==> src/rtl/decode_imm_stage_if.sv <==
// ---------------------------------------------------------------------------
// decode_imm_stage_if
//   Handshake and data bundle for the IF/ID decode register.
//   The fetch-side channel (in_*) carries the raw instruction and its PC.
//   The decode-side channel (out_*) carries the split fields, the raw
//   immediate and its width selector.
//
//   Modports
//     master : environment view (drives in_valid/in_instr/in_pc/out_ready)
//     slave  : stage view       (drives in_ready and every out_* signal)
//
//   Optional feature macro: DECODE_ILLEGAL_EN adds out_ilegal.
//
//   Signals
//     in_valid    fetch presents in_instr/in_pc
//     in_ready    stage can accept this cycle (registered)
//     in_instr    32-bit instruction word
//     in_pc       PC of in_instr
//     out_valid   decoded instruction available
//     out_ready   downstream accepts
//     out_opcode  instr[31:28] (or the substitute opcode for illegal words)
//     out_rd      destination register, 0 when the format has none
//     out_rs1     source register 1, 0 when the format has none
//     out_rs2     instr[3:0] for opcode 0, else 0
//     out_func    instr[19:17] for the 17-bit format, else 0
//     out_entrada raw immediate, zero-padded above the field width
//     out_tipo    immediate width: 00=17b 01=20b 10=24b 11=28b
//     out_pc      PC of the presented instruction
//     out_ilegal  entry was an illegal opcode (DECODE_ILLEGAL_EN only)
// ---------------------------------------------------------------------------
interface decode_imm_stage_if #(
    parameter int PC_W = 32
);
    logic            in_valid;
    logic            in_ready;
    logic [31:0]     in_instr;
    logic [PC_W-1:0] in_pc;
    logic            out_valid;
    logic            out_ready;
    logic [3:0]      out_opcode;
    logic [3:0]      out_rd;
    logic [3:0]      out_rs1;
    logic [3:0]      out_rs2;
    logic [2:0]      out_func;
    logic [27:0]     out_entrada;
    logic [1:0]      out_tipo;
    logic [PC_W-1:0] out_pc;

`ifdef DECODE_ILLEGAL_EN
    logic            out_ilegal;

    modport master (
        output in_valid, in_instr, in_pc, out_ready,
        input  in_ready, out_valid, out_opcode, out_rd, out_rs1, out_rs2,
               out_func, out_entrada, out_tipo, out_pc, out_ilegal
    );

    modport slave (
        input  in_valid, in_instr, in_pc, out_ready,
        output in_ready, out_valid, out_opcode, out_rd, out_rs1, out_rs2,
               out_func, out_entrada, out_tipo, out_pc, out_ilegal
    );
`else
    modport master (
        output in_valid, in_instr, in_pc, out_ready,
        input  in_ready, out_valid, out_opcode, out_rd, out_rs1, out_rs2,
               out_func, out_entrada, out_tipo, out_pc
    );

    modport slave (
        input  in_valid, in_instr, in_pc, out_ready,
        output in_ready, out_valid, out_opcode, out_rd, out_rs1, out_rs2,
               out_func, out_entrada, out_tipo, out_pc
    );
`endif
endinterface

==> src/rtl/decode_imm_stage.sv <==
// ---------------------------------------------------------------------------
// decode_imm_stage
//   IF/ID decode register. Accepts 32-bit fetched instructions over a
//   valid/ready handshake, splits them into register fields, and produces
//   the raw immediate (entrada) plus its width selector (tipo) for the
//   combinational sign extender further down the pipe.
//
//   A two-entry skid buffer (main register + skid register) gives full
//   throughput while keeping in_ready a pure flop output.
//
//   Optional feature macro: DECODE_ILLEGAL_EN
//     When defined, opcode 0xF is illegal: the entry is replaced by a NOP
//     (opcode NOP_OP, all other fields 0, PC kept) and out_ilegal is raised
//     alongside it. When undefined, 0xF decodes as an ordinary 28-bit
//     immediate format and out_ilegal does not exist.
//
//   Parameters
//     PC_W    width of the PC carried with each instruction
//     NOP_OP  opcode substituted for illegal instructions
//
//   Ports
//     clk      rising-edge clock for all state
//     reset_n  synchronous reset, active low
//     flush    discard every held and incoming instruction
//     bus      decode_imm_stage_if.slave (fetch and decode channels)
// ---------------------------------------------------------------------------
module decode_imm_stage #(
    parameter int         PC_W   = 32,
    parameter logic [3:0] NOP_OP = 4'h0
) (
    input  logic              clk,
    input  logic              reset_n,
    input  logic              flush,
    decode_imm_stage_if.slave bus
);

    // Immediate width selector; the encoding is what the sign extender expects.
    typedef enum logic [1:0] {
        TIPO_17 = 2'b00,
        TIPO_20 = 2'b01,
        TIPO_24 = 2'b10,
        TIPO_28 = 2'b11
    } tipo_e;

    // One fully decoded instruction as it sits in either buffer register.
    typedef struct packed {
        logic [3:0]      opcode;
        logic [3:0]      rd;
        logic [3:0]      rs1;
        logic [3:0]      rs2;
        logic [2:0]      func;
        logic [27:0]     entrada;
        tipo_e           tipo;
`ifdef DECODE_ILLEGAL_EN
        logic            ilegal;
`endif
        logic [PC_W-1:0] pc;
    } entry_t;

    logic [3:0] instrOp;
    entry_t     incoming;

    logic       mainValid_q, mainValid_d;
    logic       skidValid_q, skidValid_d;
    logic       inReady_q,   inReady_d;
    entry_t     mainEntry_q, mainEntry_d;
    entry_t     skidEntry_q, skidEntry_d;

    logic       inFire;
    logic       outFire;

    assign instrOp = bus.in_instr[31:28];

    // Decode the incoming word before it is registered, so both buffer
    // registers hold finished fields and the outputs come straight from flops.
    // The opcode's top bits select the immediate width: 0-7 -> 17b,
    // 8-B -> 20b, C-D -> 24b, E-F -> 28b. Fields a format does not use are
    // forced to zero so downstream never sees immediate bits as registers.
    always_comb begin
        incoming        = '0;
        incoming.pc     = bus.in_pc;
        incoming.opcode = instrOp;

        if (!instrOp[3]) begin
            incoming.tipo = TIPO_17;
        end else if (!instrOp[2]) begin
            incoming.tipo = TIPO_20;
        end else if (!instrOp[1]) begin
            incoming.tipo = TIPO_24;
        end else begin
            incoming.tipo = TIPO_28;
        end

        case (incoming.tipo)
            TIPO_17: begin
                incoming.rd      = bus.in_instr[27:24];
                incoming.rs1     = bus.in_instr[23:20];
                incoming.func    = bus.in_instr[19:17];
                incoming.entrada = {11'b0, bus.in_instr[16:0]};
            end
            TIPO_20: begin
                incoming.rd      = bus.in_instr[27:24];
                incoming.rs1     = bus.in_instr[23:20];
                incoming.entrada = {8'b0, bus.in_instr[19:0]};
            end
            TIPO_24: begin
                incoming.rd      = bus.in_instr[27:24];
                incoming.entrada = {4'b0, bus.in_instr[23:0]};
            end
            TIPO_28: begin
                incoming.entrada = bus.in_instr[27:0];
            end
        endcase

        // Only the register-register opcode carries a second source.
        if (instrOp == 4'h0) begin
            incoming.rs2 = bus.in_instr[3:0];
        end

`ifdef DECODE_ILLEGAL_EN
        // An illegal word travels on as a harmless NOP that still carries
        // its PC, so the exception logic downstream knows where it came from.
        if (instrOp == 4'hF) begin
            incoming        = '0;
            incoming.opcode = NOP_OP;
            incoming.ilegal = 1'b1;
            incoming.pc     = bus.in_pc;
        end
`endif
    end

    assign inFire  = bus.in_valid & inReady_q;
    assign outFire = mainValid_q & bus.out_ready;

    // Buffer control. The main register feeds the outputs; the skid register
    // only fills when a word was accepted while the main register was full
    // and stalled. Whenever the main register frees up, the skid entry moves
    // in ahead of any new word so strict FIFO order is preserved. Because
    // in_ready is registered as "skid empty", a full skid always blocks new
    // accepts on the following cycle. flush empties both entries and wins
    // over everything except reset.
    always_comb begin
        mainValid_d = mainValid_q;
        skidValid_d = skidValid_q;
        mainEntry_d = mainEntry_q;
        skidEntry_d = skidEntry_q;

        if (flush) begin
            mainValid_d = 1'b0;
            skidValid_d = 1'b0;
`ifdef DECODE_ILLEGAL_EN
            mainEntry_d.ilegal = 1'b0;
            skidEntry_d.ilegal = 1'b0;
`endif
        end else if (!mainValid_q || outFire) begin
            if (skidValid_q) begin
                mainValid_d = 1'b1;
                mainEntry_d = skidEntry_q;
                skidValid_d = inFire;
                if (inFire) begin
                    skidEntry_d = incoming;
                end
            end else begin
                mainValid_d = inFire;
                if (inFire) begin
                    mainEntry_d = incoming;
                end
            end
        end else if (inFire) begin
            skidValid_d = 1'b1;
            skidEntry_d = incoming;
        end

        inReady_d = !skidValid_d;
    end

    // State registers. in_ready clears in reset and only rises on the first
    // edge after reset is released, so fetch never sees a ready stage while
    // reset is still being applied.
    always_ff @(posedge clk) begin
        if (!reset_n) begin
            mainValid_q <= 1'b0;
            skidValid_q <= 1'b0;
            inReady_q   <= 1'b0;
            mainEntry_q <= '0;
            skidEntry_q <= '0;
        end else begin
            mainValid_q <= mainValid_d;
            skidValid_q <= skidValid_d;
            inReady_q   <= inReady_d;
            mainEntry_q <= mainEntry_d;
            skidEntry_q <= skidEntry_d;
        end
    end

    // Every output is a direct flop output; nothing combinational reaches
    // the downstream stage or the fetch ready line.
    assign bus.in_ready    = inReady_q;
    assign bus.out_valid   = mainValid_q;
    assign bus.out_opcode  = mainEntry_q.opcode;
    assign bus.out_rd      = mainEntry_q.rd;
    assign bus.out_rs1     = mainEntry_q.rs1;
    assign bus.out_rs2     = mainEntry_q.rs2;
    assign bus.out_func    = mainEntry_q.func;
    assign bus.out_entrada = mainEntry_q.entrada;
    assign bus.out_tipo    = mainEntry_q.tipo;
    assign bus.out_pc      = mainEntry_q.pc;
`ifdef DECODE_ILLEGAL_EN
    assign bus.out_ilegal  = mainEntry_q.ilegal;
`endif

endmodule

==> src/flat_wrapper.sv <==
// flat-port wrapper written by rule: the top's interface ports become plain ports
module decode_imm_stage_flat 
#(
    parameter int         PC_W   = 32,
    parameter logic [3:0] NOP_OP = 4'h0
)
  (clk, reset_n, flush, bus_in_valid, bus_in_instr, bus_in_pc, bus_out_ready, bus_in_ready, bus_out_valid, bus_out_opcode, bus_out_rd, bus_out_rs1, bus_out_rs2, bus_out_func, bus_out_entrada, bus_out_tipo, bus_out_pc);
  decode_imm_stage_if #(.PC_W(PC_W)) bus_i ();
  input  logic clk;
  input  logic reset_n;
  input  logic flush;
  input wire logic [$bits(bus_i.in_valid)-1:0] bus_in_valid;
  input wire logic [$bits(bus_i.in_instr)-1:0] bus_in_instr;
  input wire logic [$bits(bus_i.in_pc)-1:0] bus_in_pc;
  input wire logic [$bits(bus_i.out_ready)-1:0] bus_out_ready;
  output wire logic [$bits(bus_i.in_ready)-1:0] bus_in_ready;
  output wire logic [$bits(bus_i.out_valid)-1:0] bus_out_valid;
  output wire logic [$bits(bus_i.out_opcode)-1:0] bus_out_opcode;
  output wire logic [$bits(bus_i.out_rd)-1:0] bus_out_rd;
  output wire logic [$bits(bus_i.out_rs1)-1:0] bus_out_rs1;
  output wire logic [$bits(bus_i.out_rs2)-1:0] bus_out_rs2;
  output wire logic [$bits(bus_i.out_func)-1:0] bus_out_func;
  output wire logic [$bits(bus_i.out_entrada)-1:0] bus_out_entrada;
  output wire logic [$bits(bus_i.out_tipo)-1:0] bus_out_tipo;
  output wire logic [$bits(bus_i.out_pc)-1:0] bus_out_pc;
  assign bus_i.in_valid = bus_in_valid;
  assign bus_i.in_instr = bus_in_instr;
  assign bus_i.in_pc = bus_in_pc;
  assign bus_i.out_ready = bus_out_ready;
  assign bus_in_ready = bus_i.in_ready;
  assign bus_out_valid = bus_i.out_valid;
  assign bus_out_opcode = bus_i.out_opcode;
  assign bus_out_rd = bus_i.out_rd;
  assign bus_out_rs1 = bus_i.out_rs1;
  assign bus_out_rs2 = bus_i.out_rs2;
  assign bus_out_func = bus_i.out_func;
  assign bus_out_entrada = bus_i.out_entrada;
  assign bus_out_tipo = bus_i.out_tipo;
  assign bus_out_pc = bus_i.out_pc;
  decode_imm_stage #(.PC_W(PC_W), .NOP_OP(NOP_OP)) u_core (.clk(clk), .reset_n(reset_n), .flush(flush), .bus(bus_i));
endmodule
==> config.mk <==
export PLATFORM = sky130hd
export DESIGN_NAME = decode_imm_stage_flat
export DESIGN_NICKNAME = d
export VERILOG_FILES = /design/src/rtl/decode_imm_stage_if.sv /design/src/rtl/decode_imm_stage.sv /design/src/flat_wrapper.sv
export SDC_FILE = /design/constraint.sdc
export NUM_CORES = 1
export LEC_CHECK = 0
export ABC_AREA = 1
export CAP_MARGIN = 10
export CORE_MARGIN = 1
export CORE_UTILIZATION = 52
export CTS_CLUSTER_DIAMETER = 80
export CTS_CLUSTER_SIZE = 40
export DETAILED_ROUTE_END_ITERATION = 16
export GPL_TIMING_DRIVEN = 1
export HOLD_SLACK_MARGIN = 0.1
export MAX_ROUTING_LAYER = met4
export PLACE_DENSITY = 0.81
export RECOVER_POWER = 100
export SYNTH_ARGS = -nofsm -noshare
export SYNTH_HDL_FRONTEND = slang
export SYNTH_SLANG_ARGS = --single-unit
==> constraint.sdc <==
create_clock -name clk -period 1.75 [get_ports clk]
set_clock_uncertainty 0.1 [all_clocks]
set_input_delay 0.35 -clock clk [delete_from_list [all_inputs] [get_ports clk]]
set_output_delay 0.35 -clock clk [all_outputs]
set_load 0.01 [all_outputs]
==> qor.csv <==
stage,metric,value,unit
die,Core ar.,0.01404,mm2
clock_tree,hold buffer count at CTS,0,
critical_path,slowest CP cell,clkdlybuf4s50_1,
yosys,sequential share of the synthesized area,0.4368,
cells_and_area,Area Growth Syn to Fin,27.07,%
yosys,synthesized area,0.007562,mm2
clock_tree,CTS Sinks,165,
clock_tree,# H-tree levels,4,
sta,final setup violating endpoints,0,
routing,Vias,7216,
critical_path,Setup CP Type,flop to output pin,
job,maxcap violations,0,
routing,DRC Markers,0,
critical_path,total stage count of the critical path,1,
yosys,synth warn,0,
sta,Final Critical Period,1.716,ns
placement,hpwl dp,11.45,mm
cells_and_area,final-layout fill cell count,1290,
die,die width,122.6,um
power_and_ir_drop,pwr dens,858.8,mW/mm2
critical_path,R2R Path Start,u_core.skidValid_q,
yosys,Mapped Avg Cell Area,6.260,um2
die,row count,43,
sta,Slew HR,0.6613,
global_route,largest net degree at the start of global routing,105,
cells_and_area,layout cells sized above 1,0.04542,
yosys,Post-Syn Nets,1277,
clock_tree,clk slew on worst S/H paths,0.06,ns
cells_and_area,antenna diode count,0,
clock_tree,CTS tree,built,
clock_tree,Clock Tree Root,clkbuf_16,
placement,Place WS,-0.1553,ns
yosys,Synth Register Bits,165,
power_and_ir_drop,"IR drop worst, VDD",0.6368,mV
routing,DR iter-0 viols,580,
critical_path,worst path cell trace,clkdlybuf4s50_1,
power_and_ir_drop,leakage,0.004854,uW
critical_path,WP data arrival,1.27,ns
sta,max-slew violations,0,
cells_and_area,fin util,0.6843,
global_route,GRT Overall Usage,0.2561,
global_route,initial antenna violation count,0,
yosys,Netlist cell types,19,
critical_path,crit path from,u_core.bus.out_pc[0],
hold_path,min-delay src,reset_n,
clock_tree,clk_lat worst skew,0.42,ns
routing,vias per cell,4.738,
placement,routability cong.,0.8612,
die,DIE AREA,0.01503,mm2
global_route,vias in the first global route,6325,
critical_path,"Largest stage delay, worst path",0.53,ns
critical_path,crit path max fanout,2,
critical_path,Critical Path Start Type,flop,
sta,period utilization,0.9804,
critical_path,"delay-heaviest family, CP",buffers and inverters,
die,# IOs,152,
critical_path,Worst Setup End Kind,output pin,
critical_path,Worst EP required,1.30,ns
hold_path,HP Class,input pin to flop,
die,Initial Util,0.5385,
routing,Antenna Nets Post-Route,0,
critical_path,FF-to-FF path depth,8,
hold_path,hold path depth,3,
sta,post-route worst setup slack,0.03438,ns
critical_path,CP bufs+invs,1,
global_route,first-pass GRT wire length,29.62,mm
cells_and_area,"most common cell after layout, fill and taps aside",nand2_1,
sta,Highest Clock Rate,0.5829,GHz
die,Die Ht,122.6,um
sta,Worst Max-Slew Pin Slew,0.5062,ns
cells_and_area,most frequent cells in the layout,"nand2_1 (409), nor2_1 (315), dfxtp_1 (164), inv_1 (118), o21ai_0 (80)",
clock_tree,cts bufs inserted,17,
routing,final wirelength,18.22,mm
global_route,gr ovfl total,0,
routing,DR pass1 iterations,5,
yosys,Syn Inst Count,1208,
routing,wire per inst,11.97,um
sta,Final Hold Viols,0,
clock_tree,CTS Buffer Depth,2,
cells_and_area,nets@finish,1402,
run_status,status,finished clean,
placement,PortBufs,151,
sta,RSZ-0062 raised after global routing,false,
kinds of logic (layout without fill, tap and decap cells):
logic type | count (synthesis) | count (layout) | share of synthesized area
AO/OA/AOI/OAI | 101 | 101 | 0.06701
buffers and inverters | 195 | 330 | 0.1190
flip-flops | 165 | 165 | 0.4368
AND/OR/NAND/NOR | 747 | 747 | 0.3772
layer usage:
layer  GRT usage  vias to the layer above  share of wire
li1            -                     3840              -
met1      0.3171                     3148           0.46
met5           -                        -              0
met3     0.05809                       29          0.060
met2      0.4063                      199           0.46
met4     0.09604                        0          0.020
metrics by stage:
step	power, uW	hold WS, ns	cell area [um2]	setup TNS [ns]	std cells
2_1_floorplan	4497	0.3293	7562	0	1208
3_3_place_gp	4984	0.3619	9216	-11.12	1494
3_5_place_dp	4994	0.3714	9216	-13.82	1494
4_1_cts	8322	0.2512	9668	0	1523
5_1_grt	8574	0.2725	9609	0	1523
6_report	8252	0.2772	9609	0	1523
where the power goes:
group | internal, uW | switching [uW]
Sequential | 3870 | 55.5
Combinational | 431 | 496
Clock | 1990 | 1410
sequential cells by signal (all words and copies together) (netlist names):
name / flops
u_core.skidEntry_q: 81
u_core.bus.out_pc: 32
u_core.bus.out_entrada: 28
u_core.bus.out_opcode: 4
u_core.bus.out_rd: 4
u_core.bus.out_rs1: 4
u_core.bus.out_rs2: 4
u_core.bus.out_func: 3
u_core.bus.out_tipo: 2
u_core.bus.in_ready: 1
u_core.bus.out_valid: 1
u_core.skidValid_q: 1
worst register-to-register path: cells and delay by family (launching register included):
family | cells | cell delay (ns)
AO/OA/AOI/OAI | 1 | 0.05
AND/OR/NAND/NOR | 4 | 0.38
flip-flops | 1 | 0.36
buffers and inverters | 3 | 0.63
timing repair:
action / CTS / global route
setup buffers: 0 / 0
gates resized for setup: 57 / 25
endpoints found under the setup margin: 57 / 25
cells in the mapped netlist:
master	count	area [um2]
dfxtp_1	165	3303
buf_2	27	135.1
nand2_1	408	1531
a21oi_1	20	100.1
inv_1	118	442.9
o21ai_0	80	400.4
clkbuf_1	27	101.4
buf_1	3	11.26
nand3_1	12	60.06
buf_6	17	191.4
nor3_1	1	5.000
inv_4	1	6.260
nor2_1	315	1182
nand2_2	2	12.51
nand2_4	1	11.26
buf_4	1	7.510
nand4_1	8	50.05
inv_2	1	3.750
a31oi_1	1	6.260
final timing paths:
| kind | slack (ns) | endpoint |
|---|---|---|
| hold reg to reg | 0.38 | u_core.skidEntry_q[10] |
| setup / recovery | 0.03 | bus_out_pc[0] |
| hold / removal | 0.28 | u_core.bus.out_tipo[0] |
| setup reg to reg | 0.11 | u_core.skidEntry_q[58] |
area by class of cell:
cell class | instances | area [um2] | area share
tap | 180 | 225.2 | 0.02344
clock buffer | 23 | 467.9 | 0.04870
sequential | 165 | 3307 | 0.3441
timing repair buffer | 181 | 1732 | 0.1802
inverter | 120 | 452.9 | 0.04714
multi-input combinational | 848 | 3369 | 0.3507
clock inverter | 6 | 55.05 | 0.005729
No activity file was read; power rests on OpenSTA's default activity.
